**src/rtl/pe_pkg.sv**
```systemverilog
// rtl/pe_pkg.sv - shared state encoding and parameter checks for the MAC processing element
package pe_pkg;

  typedef enum logic [1:0] {
    PE_IDLE  = 2'd0,
    PE_ACCUM = 2'd1,
    PE_HOLD  = 2'd2
  } pe_state_e;

  localparam logic [1:0] ST_IDLE  = 2'd0;
  localparam logic [1:0] ST_ACCUM = 2'd1;
  localparam logic [1:0] ST_HOLD  = 2'd2;

  function automatic bit acc_w_legal(input int data_w, input int acc_w);
    return acc_w >= 2 * data_w;
  endfunction

endpackage

```
**src/rtl/pe_sat_add.sv**
```systemverilog
// rtl/pe_sat_add.sv - combinational accumulator adder with signed/unsigned overflow and optional clamp
module pe_sat_add
  import pe_pkg::*;
#(
  parameter int ACC_W = 32,
  parameter bit SAT   = 1'b1
) (
  input  logic [ACC_W-1:0] a,
  input  logic [ACC_W-1:0] b,
  input  logic             signed_mode,
  output logic [ACC_W-1:0] sum,
  output logic             ovf
);

  logic [ACC_W:0] raw;
  logic           s_ovf;
  logic           u_ovf;

  assign raw = {1'b0, a} + {1'b0, b};
  // Unsigned addends are zero-extended products, so carry-out is the only way to overflow.
  assign u_ovf = raw[ACC_W];
  assign s_ovf = (a[ACC_W-1] == b[ACC_W-1]) && (raw[ACC_W-1] != a[ACC_W-1]);

  always_comb begin
    ovf = signed_mode ? s_ovf : u_ovf;
    sum = raw[ACC_W-1:0];
    if (SAT && ovf) begin
      if (!signed_mode) begin
        sum = '1;
      end else if (a[ACC_W-1]) begin
        sum = {1'b1, {(ACC_W-1){1'b0}}};
      end else begin
        sum = {1'b0, {(ACC_W-1){1'b1}}};
      end
    end
  end

endmodule

```
**src/rtl/pe_mac_stream.sv**
```systemverilog
// rtl/pe_mac_stream.sv - systolic MAC processing element with programmable dot-product length
module pe_mac_stream
  import pe_pkg::*;
#(
  parameter int DATA_W = 8,
  parameter int ACC_W  = 32,
  parameter int CNT_W  = 8,
  parameter int SAT    = 1
) (
  input  logic              clk,
  input  logic              rst_n,
  input  logic              start,
  input  logic [CNT_W-1:0]  k_len,
  input  logic              signed_mode,
  input  logic              in_valid,
  input  logic [DATA_W-1:0] a_in,
  input  logic [DATA_W-1:0] b_in,
  output logic [DATA_W-1:0] a_out,
  output logic [DATA_W-1:0] b_out,
  output logic              fwd_valid,
  output logic              busy,
  output logic              c_valid,
  input  logic              c_ready,
  output logic [ACC_W-1:0]  c_out,
  output logic              ovf
);

  if (!acc_w_legal(DATA_W, ACC_W)) begin : g_acc_w_illegal
    $error("pe_mac_stream: ACC_W must be at least 2*DATA_W");
  end

  logic [1:0]              state, state_n;
  logic [CNT_W-1:0]        cnt, cnt_n, cnt_inc, klen_q, klen_n, klen_eff;
  logic                    mode_q, mode_n, mode_eff;
  logic [ACC_W-1:0]        acc, acc_n, add_base, sum;
  logic                    ovf_n, add_ovf;
  logic                    do_start, accepting, beat;
  logic signed [ACC_W-1:0] a_sx, b_sx;
  logic [ACC_W-1:0]        a_x, b_x, prod;

  // In HOLD a start only takes effect together with the result handshake.
  assign do_start  = start && ((state != ST_HOLD) || c_ready);
  assign mode_eff  = do_start ? signed_mode : mode_q;
  assign klen_eff  = do_start ? k_len : klen_q;
  assign accepting = do_start ? (k_len != '0) : (state == ST_ACCUM);
  assign beat      = in_valid && accepting;

  // The true product fits in 2*DATA_W bits, so the low ACC_W bits of the wide product are its extension.
  assign a_sx = ACC_W'($signed(a_in));
  assign b_sx = ACC_W'($signed(b_in));
  assign a_x  = mode_eff ? a_sx : ACC_W'(a_in);
  assign b_x  = mode_eff ? b_sx : ACC_W'(b_in);
  assign prod = a_x * b_x;

  assign add_base = do_start ? '0 : acc;
  assign cnt_inc  = (do_start ? '0 : cnt) + CNT_W'(1);

  pe_sat_add #(
    .ACC_W (ACC_W),
    .SAT   (SAT != 0)
  ) u_sat_add (
    .a           (add_base),
    .b           (prod),
    .signed_mode (mode_eff),
    .sum         (sum),
    .ovf         (add_ovf)
  );

  always_comb begin
    state_n = state;
    acc_n   = acc;
    ovf_n   = ovf;
    cnt_n   = cnt;
    klen_n  = klen_q;
    mode_n  = mode_q;
    if (do_start) begin
      acc_n   = '0;
      ovf_n   = 1'b0;
      cnt_n   = '0;
      klen_n  = k_len;
      mode_n  = signed_mode;
      state_n = (k_len == '0) ? ST_HOLD : ST_ACCUM;
    end else if (state == ST_HOLD && c_ready) begin
      state_n = ST_IDLE;
    end
    if (beat) begin
      acc_n = sum;
      ovf_n = ovf_n | add_ovf;
      cnt_n = cnt_inc;
      if (cnt_inc == klen_eff) state_n = ST_HOLD;
    end
  end

  always_ff @(posedge clk) begin
    if (!rst_n) begin
      state     <= ST_IDLE;
      acc       <= '0;
      ovf       <= 1'b0;
      cnt       <= '0;
      klen_q    <= '0;
      mode_q    <= 1'b0;
      busy      <= 1'b0;
      c_valid   <= 1'b0;
      a_out     <= '0;
      b_out     <= '0;
      fwd_valid <= 1'b0;
    end else begin
      state     <= state_n;
      acc       <= acc_n;
      ovf       <= ovf_n;
      cnt       <= cnt_n;
      klen_q    <= klen_n;
      mode_q    <= mode_n;
      busy      <= (state_n == ST_ACCUM);
      c_valid   <= (state_n == ST_HOLD);
      a_out     <= a_in;
      b_out     <= b_in;
      fwd_valid <= in_valid;
    end
  end

  assign c_out = acc;

endmodule

```
**config.mk**
```make
export PLATFORM = sky130hd
export DESIGN_NAME = pe_mac_stream
export DESIGN_NICKNAME = d
export VERILOG_FILES = /design/src/rtl/pe_pkg.sv /design/src/rtl/pe_sat_add.sv /design/src/rtl/pe_mac_stream.sv
export SDC_FILE = /design/constraint.sdc
export NUM_CORES = 1
export LEC_CHECK = 0
export ABC_CLOCK_PERIOD_IN_PS = 10780
export CORE_UTILIZATION = 56
export CTS_CLUSTER_DIAMETER = 40
export CTS_CLUSTER_SIZE = 20
export DETAILED_ROUTE_END_ITERATION = 16
export HOLD_SLACK_MARGIN = 0.1
export PLACE_DENSITY_LB_ADDON = 0.12
export RECOVER_POWER = 100
export SLEW_MARGIN = 10
export SYNTH_ARGS = -nofsm -noshare
export SYNTH_HDL_FRONTEND = slang
export SYNTH_SLANG_ARGS = --single-unit
```
**constraint.sdc**
```tcl
create_clock -name clk -period 10.78 [get_ports clk]
set_input_delay 1.078 -clock clk [delete_from_list [all_inputs] [get_ports clk]]
set_output_delay 1.078 -clock clk [all_outputs]
set_load 0.01 [all_outputs]
```
==> impl_results.md, run 1 <==
- Number of H-tree branching levels: 3
- Max incr delay on CP: roughly 0.56 ns
- WP data required: ~11 ns
- Routed wire per std cell: approximately 16 microns
- Clk_lat worst skew: 0.35 ns
- Crit path capture type: flop
- Iteration-0 DRC Markers: 577
- Syn nets: around 1,700
- Warnings from Yosys: 0
- Drt drc: 0
- GRT Overall Usage: roughly 28%
- Core area: 21,220 sq um
- HP Start: klen_q[6]
- Placed wire-length estimate: 24,150 microns
- Failing checks: max-capacitance violations, max-slew violations
- Die X: approximately 150 microns
- Clk slew on worst S/H paths: ~0.07 ns
- WHS Path Cells: 2
- Hold Fails Final Rpt: 0
- Relative slew slack: -34.39%
- Met2 wire len: roughly 14,000 microns
- Asr flop ratio synth: 0%
- Placer congestion estimate: about 0.96
- Worst-Margin Slew: 2.016 ns
- CP Max Fanout: 6
- WHS: about 0.47 ns
- Inst Count DP: ~1,800
- R2r endpoint: c_out[16]
- Detailed Route WL: ~30,000 microns
- Antenna Cells: 0
- Fmax: 95.53 MHz
- Fraction of layout cells with a size suffix above 1: around 15%
- Post-Layout Cell Count: between 1,500 and 2,000
- Die height: between 100 and 150 microns
- Worst hold path type: reg -> reg
- Mapped Area: about 12,000 sq um
- Starting Density: 57.69%
- Initial DRT Pass Iterations: 5
- Launch point of the worst reg-to-reg path: state[1]
- Seq/Total Area, Yosys: between 10% and 20%
- DIE AREA: about 22,000 sq um
- Tcrit/Tclk final: around 100%
- Setup_tns: 0 ns
- Final Max Slew Viols: 50
- Max-cap check violation count: 1
- Root Buffer: clkbuf_16
- Clock skew: 0.01785 ns
- Syn Inst Count: 1,318
- Flip-flop and latch count after synthesis: 71
- Bufs on Longest Clock Path: 2
- Largest net degree at the start of global routing: 50
- Grt total ovfl: 0
- R2R depth: 38
- Vias post-DR: 9,912
- Commonest non-fill, non-tap cell in the layout: inv_1
- M1 wire length: approximately 13,000 microns
- Unique cell type count in the Yosys netlist: 65
- CTS tree: built
- FF-to-FF setup slack: 0.83 ns
- Final setup vio count: 0
- CTS buffer count: 9
- Via density: 5.476
- Number of clock sinks: just over 70
- Min Tclk post-route: 10.47 ns
- Most frequent CP cell: fa_1
- Max Used Layer: met4
- Layout area overhead: 22.15%
- Register area: 1421 sq um
- Fin nets: 1,903
- First-pass GRT wire length: approximately 48,000 microns
- IO Count: roughly 80
- FILL cells: around 1,700
- WS Path Type: in -> reg
- I/O Buffers: a little over 80
- Area of the multi-input gates: ~10000 sq um
- Number of placement rows: 53
- Initial antenna violation count: 0
- Status: finished, violations left
- Avg Cell Area, Syn: roughly 9.3 sq um
- Hold Buf Count CTS: 0
- Post-synth top flop: dfxtp_1
- Critical path's slowest cell: fa_1
- Post-route ant nets: 0
- Most frequent cells in the layout: inv_1, fa_1, buf_4
- Number of synthesized flops with an enable pin: 0
- CP Data Arrival Time: about 11 ns
- CP Launch Type: input pin
- Vias in the first global route: 9,952
- Hold Path Sink: klen_q[6]
- Met3 routed wirelength: about 1400 microns
==> per-layer routing <==
metal  up-vias  GRT usage [%]
li1       4734              -
met1      4881          37.26
met2       260          46.76
met3        37          3.140
met4         0          7.222
met5         -              0
==> registers in the layout, indices dropped and copies added, names as in the netlist <==
register,flops
fwd_valid,1
busy,1
c_out,32
mode_q,1
b_out,8
cnt,8
state,2
c_valid,1
ovf,1
klen_q,8
a_out,8
==> critical path: cells and delay by family <==
kind                     cells  cell delay (ns)
AO/OA/AOI/OAI               12             2.16
XOR/XNOR                     1             0.14
adder cells (fa/ha/maj)     10             4.11
buffers and inverters        7             0.81
multiplexers                 1             0.34
AND/OR/NAND/NOR              8             2.06
==> synth_stat cells, types with 4 or more instances <==
master / count / area [sq um]
nor2b_1: 8 / 50.05
a211oi_1: 12 / 90.09
o21ai_0: 35 / 175.2
fa_1: 192 / 3844
a21o_1: 22 / 165.2
o21a_1: 14 / 105.1
nand3_1: 13 / 65.06
nand2b_1: 9 / 56.30
o21bai_1: 8 / 60.06
xnor2_1: 68 / 595.6
nor3_1: 10 / 50.05
a31oi_1: 4 / 25.02
nor2_1: 50 / 187.7
inv_1: 207 / 777.0
o221a_2: 24 / 270.3
and2_1: 85 / 531.8
nor4_1: 4 / 25.02
dfxtp_1: 71 / 1421
o211ai_1: 5 / 37.54
clkbuf_1: 35 / 131.4
ha_1: 151 / 1889
nand4_1: 5 / 31.28
xor2_1: 29 / 254.0
a21oi_1: 77 / 385.4
and3_1: 16 / 100.1
nand2_1: 106 / 397.9
==> stage by stage <==
step	worst slack, ns	utilization, %	instance area [sq um]
after floorplan	0.01167	-	12240
after global placement	-0.3252	67.77	14380
after detailed placement	-0.4954	67.77	14380
after CTS	0.002830	69.46	14740
after global routing	-0.05747	70.47	14950
final	0.3125	70.47	14950
==> how the worst max path moves through the flow <==
stage                 start         to  slack, ns  cells after the start
detailed placement  c_ready   c_out[6]      -0.50                     39
finish              c_ready  c_out[16]       0.31                     39
global route        c_ready  c_out[20]      -0.06                     42
floorplan           c_ready  c_out[13]       0.01                     39
CTS                 c_ready   c_out[2]      0.003                     40
global placement    c_ready   c_out[0]      -0.33                     39
==> cell type report <==
type | count | area share, %
clock inverter | 6 | 0.7782
multi-input combinational | 997 | 66.71
timing repair buffer | 243 | 13.93
clock buffer | 10 | 1.531
tap | 275 | 2.301
sequential | 71 | 9.505
inverter | 208 | 5.246
==> cells by family (layout without fill, tap and decap cells) <==
group,Yosys count,after routing,synth area share (%)
xor gates and xnor gates,97,97,6.940
muxes,4,4,0.3373
adders and majority gates,343,343,46.83
DFF,71,71,11.61
and+or+nand+nor,317,317,12.91
AOI/OAI and AO/OA,236,236,13.49
buffers and inverters,250,467,7.880
==> timing repair <==
item / CTS / global route
gates resized for setup: 6 / 26
pin swaps: 2 / 23
buffers inserted: 0 / 8
gates cloned: 0 / 3
setup endpoints to repair: 31 / 33
Power of run 1 is left out: the tool's default activity adds up to more than one toggle a clock period on the data nets, which glitch-free logic cannot reach.
==> run 2: changes to the inputs <==
ABC_CLOCK_PERIOD_IN_PS = 13100   (was 10780)
CORE_MARGIN = 2   (was unset)
CORE_UTILIZATION = 60   (was 56)
clock period = 13.1 ns   (was 10.78 ns; I/O delays follow)
==> run 2 against run 1 <==
  * The run still ends with max-capacitance violations, max-slew violations left
  * Register-to-register slack better by 1.0 ns
  * Final area shrank 9.3%
  * Routed wire length decreased by 6.2%
  * Non-clock buffer count shrank 157
  * Global-route usage fell by 0.59 points
  * Clock skew fell by 0.0049 ns
  * Worst setup slack better by 0.53 ns
  * Worst hold slack got worse by 0.0046 ns
  * Die area decreased by 4.0%
  * Cell count shrank 9.0%
  * Utilization fell by 3.0 points
  * Largest cell class unchanged
==> impl_results.md, run 2 (synthesized netlist as in run 1, its figures left out) <==
- Initial antenna violation count: 0
- Clock skew: around 0.013 ns
- GRT Overall Usage: 26.96%
- Fraction of layout cells with a size suffix above 1: 3.994%
- Most frequent cells in the layout: inv_1, fa_1, ha_1
- Die height: between 100 and 150 microns
- Max incr delay on CP: ~0.87 ns
- CP Data Arrival Time: about 12 ns
- CTS tree: built
- R2r endpoint: c_out[10]
- Detailed Route WL: between 20,000 and 30,000 microns
- Vias post-DR: 9,225
- Bufs and invs on worst path: 3
- IO Count: 82
- Grt total ovfl: 0
- Hold Fails Final Rpt: 0
- Vias in the first global route: about 9,300
- Drt drc: 0
- Post-CTS Resized: 0
- Critical path depth: 31
- Starting Density: 60.89%
- End of the critical path: c_out[10]
- Status: finished, violations left
- Post-route ant nets: 0
- Number of H-tree branching levels: 3
- Number of clock sinks: 71
- CP Launch Type: input pin
- Most frequent CP cell: fa_1
- Largest net degree at the start of global routing: 50
- Tcrit/Tclk final: just over 90%
- Placed wire-length estimate: 22,620 microns
- Core area: 20,100 sq um
- DIE AREA: around 22,000 sq um
- I/O Buffers: 81
- FF-to-FF setup slack: about 1.9 ns
- Antenna Cells: 0
- Critical path's slowest cell: fa_1
- Worst-Margin Slew: between 2 and 2.5 ns
- WP data required: about 13 ns
- Routed wire per std cell: 16.82 microns
- Max FFs per register: 32
- Hold Buf Count CTS: 0
- Launch point of the worst reg-to-reg path: state[0]
- Bufs on Longest Clock Path: 2
- RSZ-0062 raised after global routing: false
- Commonest non-fill, non-tap cell in the layout: inv_1
- Worst setup startpoint: c_ready
- R2R depth: 30
- Relative slew slack: -34.56%
- Fin nets: roughly 1,700
- Via density: ~5.6
- Worst hold path type: reg -> reg
- CP Max Fanout: 25
- Final setup vio count: 0
- Die X: 146.8 microns
- Placer congestion estimate: about 0.97
- Crit path capture type: flop
- Min Tclk post-route: roughly 12 ns
- Final Max Slew Viols: 50
- CTS buffer count: 9
- Layout area overhead: 10.79%
- Setup_tns: 0 ns
- Number of placement rows: 52
- WS Path Type: in -> reg
- Clk slew on worst S/H paths: about 0.060 ns
- Iteration-0 DRC Markers: roughly 500
- Max-cap check violation count: 1
- Crit-path leading delay family: adder cells
- Failing checks: max-capacitance violations, max-slew violations
- Initial DRT Pass Iterations: 5
- Clk_lat worst skew: 0.34 ns
- Fmax: around 80 MHz
- First-pass GRT wire length: 46,540 microns
- Root Buffer: clkbuf_16
- Post-CTS Setup Inserts: 0
==> run 2: changes by cell type in the layout (fill, tap and decap cells not counted), moves of 3 or more <==
cell,before,now
buf_4,154,3
and2_1,72,78
o21ai_0,30,35
and2_0,11,7
o21ai_1,3,0
==> run 2: metrics by stage <==
stage / hold slack, ns / setup slack [ns] / util, % / std cells / cell area, sq um
after floorplan: 0.4461 / 2.060 / - / 1318 / 12240
after global placement: 0.4572 / 0.8240 / 65.91 / 1632 / 13250
after detailed placement: 0.4622 / 0.5491 / 65.91 / 1632 / 13250
after CTS: 0.4709 / 0.8437 / 67.50 / 1647 / 13570
after global routing: 0.4966 / 0.1211 / 67.46 / 1647 / 13560
final: 0.4676 / 0.8452 / 67.46 / 1647 / 13560
==> run 2: worst min path at each step <==
stage                          from   endpoint  slack, ns  cells past startpoint
after floorplan            state[1]   state[1]       0.45                      2
after global placement    klen_q[0]  klen_q[0]       0.46                      2
after detailed placement  klen_q[0]  klen_q[0]       0.46                      2
after CTS                 klen_q[0]  klen_q[0]       0.47                      2
after global routing      klen_q[3]  klen_q[3]       0.50                      2
final                     klen_q[0]  klen_q[0]       0.47                      2
==> run 2: per-layer routing <==
metal | global-route usage (%) | vias up | wire, microns
li1 | - | 4430 | -
met1 | 37.25 | 4522 | 12280
met2 | 45.40 | 227 | 13620
met3 | 2.981 | 46 | 1200
met4 | 7.524 | 0 | 607
met5 | 0 | - | 0
==> run 2: cell type report <==
type                    instances  area [sq um]
repair buffers                 86         840.8
well taps                     270         337.8
fillers                      1631          6541
clock inverters                 6         93.84
inverters                     208         780.7
clock buffers                   9         225.2
flip-flops and latches         71          1421
multi-input cells             997          9863
==> run 2: tightest hold or removal path, delay by kind of cell, from the launching register on <==
| kind | cells | cell delay (ns) |
|---|---|---|
| flip-flops | 1 | 0.31 |
| AND/OR/NAND/NOR | 1 | 0.05 |
| AO/OA/AOI/OAI | 1 | 0.05 |
Power of run 2 is left out for the same reason.
==> run 3: changes to the inputs <==
CAP_MARGIN = 20   (was unset)
CELL_PAD_IN_SITES_DETAIL_PLACEMENT = 1   (was unset)
CELL_PAD_IN_SITES_GLOBAL_PLACEMENT = 2   (was unset)
CORE_UTILIZATION = 42   (was 60)
==> run 3 against run 2 <==
  * The run still ends with max-capacitance violations, max-slew violations left
  * Count of clock-buffer cells in the layout is the same
  * Sequential cell count unchanged
  * Via count up 1.0%
  * First-iteration DRC count decreased by 25%
  * Final area increased by 1.4%
  * Sequential share of layout area shrank 0.15 points
  * Clock skew barely moved
  * Cell count is 7.2% higher
  * Global-route usage decreased by 4.7 points
  * Worst hold slack improved by 0.0048 ns
  * Critical endpoint is now c_out[2]
==> impl_results.md, run 3 (synthesized netlist as in run 1, its figures left out) <==
- Final setup vio count: 0
- Bufs on Longest Clock Path: 2
- Detailed Route WL: approximately 32,000 microns
- Most frequent CP cell: fa_1
- Largest net degree at the start of global routing: 50
- WS Path Type: in -> reg
- Fraction of layout cells with a size suffix above 1: 4.269%
- Tcrit/Tclk final: about 94%
- Worst hold path type: reg -> reg
- Setup_tns: 0 ns
- Placed wire-length estimate: between 20,000 and 30,000 microns
- Antenna Cells: 0
- Min Tclk post-route: ~12 ns
- Critical path's slowest cell: fa_1
- Vias post-DR: between 9,000 and 10,000
- Post-Layout Cell Count: approximately 1,800
- Commonest non-fill, non-tap cell in the layout: inv_1
- CTS buffer count: 9
- Vias in the first global route: roughly 10,000
- Relative slew slack: -10.38%
- Area of the multi-input gates: between 9000 and 10,000 sq um
- Initial DRT Pass Iterations: 4
- Number of placement rows: 62
- Via density: between 5 and 6
- Die height: about 170 microns
- Fin nets: around 1,800
- Iteration-0 DRC Markers: 381
- CP Data Arrival Time: about 13 ns
- PnR worst setup slack: around 0.74 ns
- Die X: ~170 microns
- IO Count: approximately 80
- Hold Buf Count CTS: 0
- Max incr delay on CP: approximately 0.56 ns
- I/O Buffers: 81
- Design area: 13,760 sq um
- Status: finished, violations left
- Dpl cell area: around 13,000 sq um
- First-pass GRT wire length: ~54,000 microns
- Inst Count DP: roughly 1,800
- Failing checks: max-capacitance violations, max-slew violations
- Crit path capture type: flop
- Clk slew on worst S/H paths: approximately 0.070 ns
- Post-CTS Resized: 0
- Fmax: ~81 MHz
- Post-route ant nets: 0
- Starting Density: a little over two fifths
- Max FFs per register: 32
- Max-cap check violation count: 1
- WP data required: about 13 ns
- Layout area overhead: 12.37%
- Drt drc: 0
- CP Max Fanout: 25
- Root Buffer: clkbuf_16
- Worst-Margin Slew: 1.656 ns
- Placer congestion estimate: between 0.8 and 0.9
- Post-CTS Setup Inserts: 0
- Most frequent cells in the layout: inv_1, fa_1, ha_1
- GRT Overall Usage: between 20% and 30%
- Place WS: ~0.36 ns
- Core area: about 29,000 sq um
- Register area: about 1400 sq um
- FILL cells: 3,356
- Grt total ovfl: 0
- CTS tree: built
- Hold Fails Final Rpt: 0
- Routed wire per std cell: between 15 and 20 microns
- Clk_lat worst skew: between 0.3 and 0.4 ns
- CP Launch Type: input pin
- Number of H-tree branching levels: 3
- Number of clock sinks: around 70
- Initial antenna violation count: 0
- Final Max Slew Viols: 35
- Clock skew: ~0.013 ns
- DIE AREA: 30,530 sq um
- RSZ-0062 raised after global routing: false
## run 3: critical path: cells and delay by family
| kind | cells | cell delay [ns] |
|---|---|---|
| AO/OA/AOI/OAI | 11 | 2.56 |
| XOR/XNOR | 1 | 0.16 |
| adder cells (fa/ha/maj) | 10 | 4.45 |
| buffers and inverters | 5 | 1.08 |
| multiplexers | 1 | 0.45 |
| AND/OR/NAND/NOR | 8 | 2.56 |
## run 3: cell type report
| cell class | instances | area share (%) |
|---|---|---|
| clock inverter | 6 | 0.6822 |
| multi-input combinational | 997 | 71.65 |
| sequential | 71 | 10.33 |
| inverter | 208 | 5.676 |
| tap | 384 | 3.493 |
| timing repair buffer | 91 | 6.531 |
| clock buffer | 9 | 1.637 |
## run 3: through the flow
step                      hold slack (ns)  utilization, %
after global routing               0.5034           47.93
after global placement             0.4575           46.77
final                              0.4724           47.93
after CTS                          0.4738           47.88
after floorplan                    0.4461               -
after detailed placement           0.4645           46.77
## run 3: final timing paths
path / start / end / slack (ns) / depth (start not counted)
worst max-delay path: c_ready / c_out[2] / 0.74 / 36
worst min-delay path: klen_q[5] / klen_q[5] / 0.47 / 2
worst min register to register: klen_q[5] / klen_q[5] / 0.47 / 2
worst max register to register: state[0] / c_out[2] / 1.76 / 35
## run 3: routing by layer
metal / up-vias / share of wire [%] / GRT usage [%] / wire [microns]
met2: 117 / 50 / 38.44 / 16100
li1: 4432 / - / - / -
met5: - / 0 / 0 / 0
met1: 4740 / 46 / 29.89 / 14600
met4: 0 / 1.7 / 5.174 / 558
met3: 30 / 2.4 / 2.633 / 780
Power of run 3 is left out for the same reason.
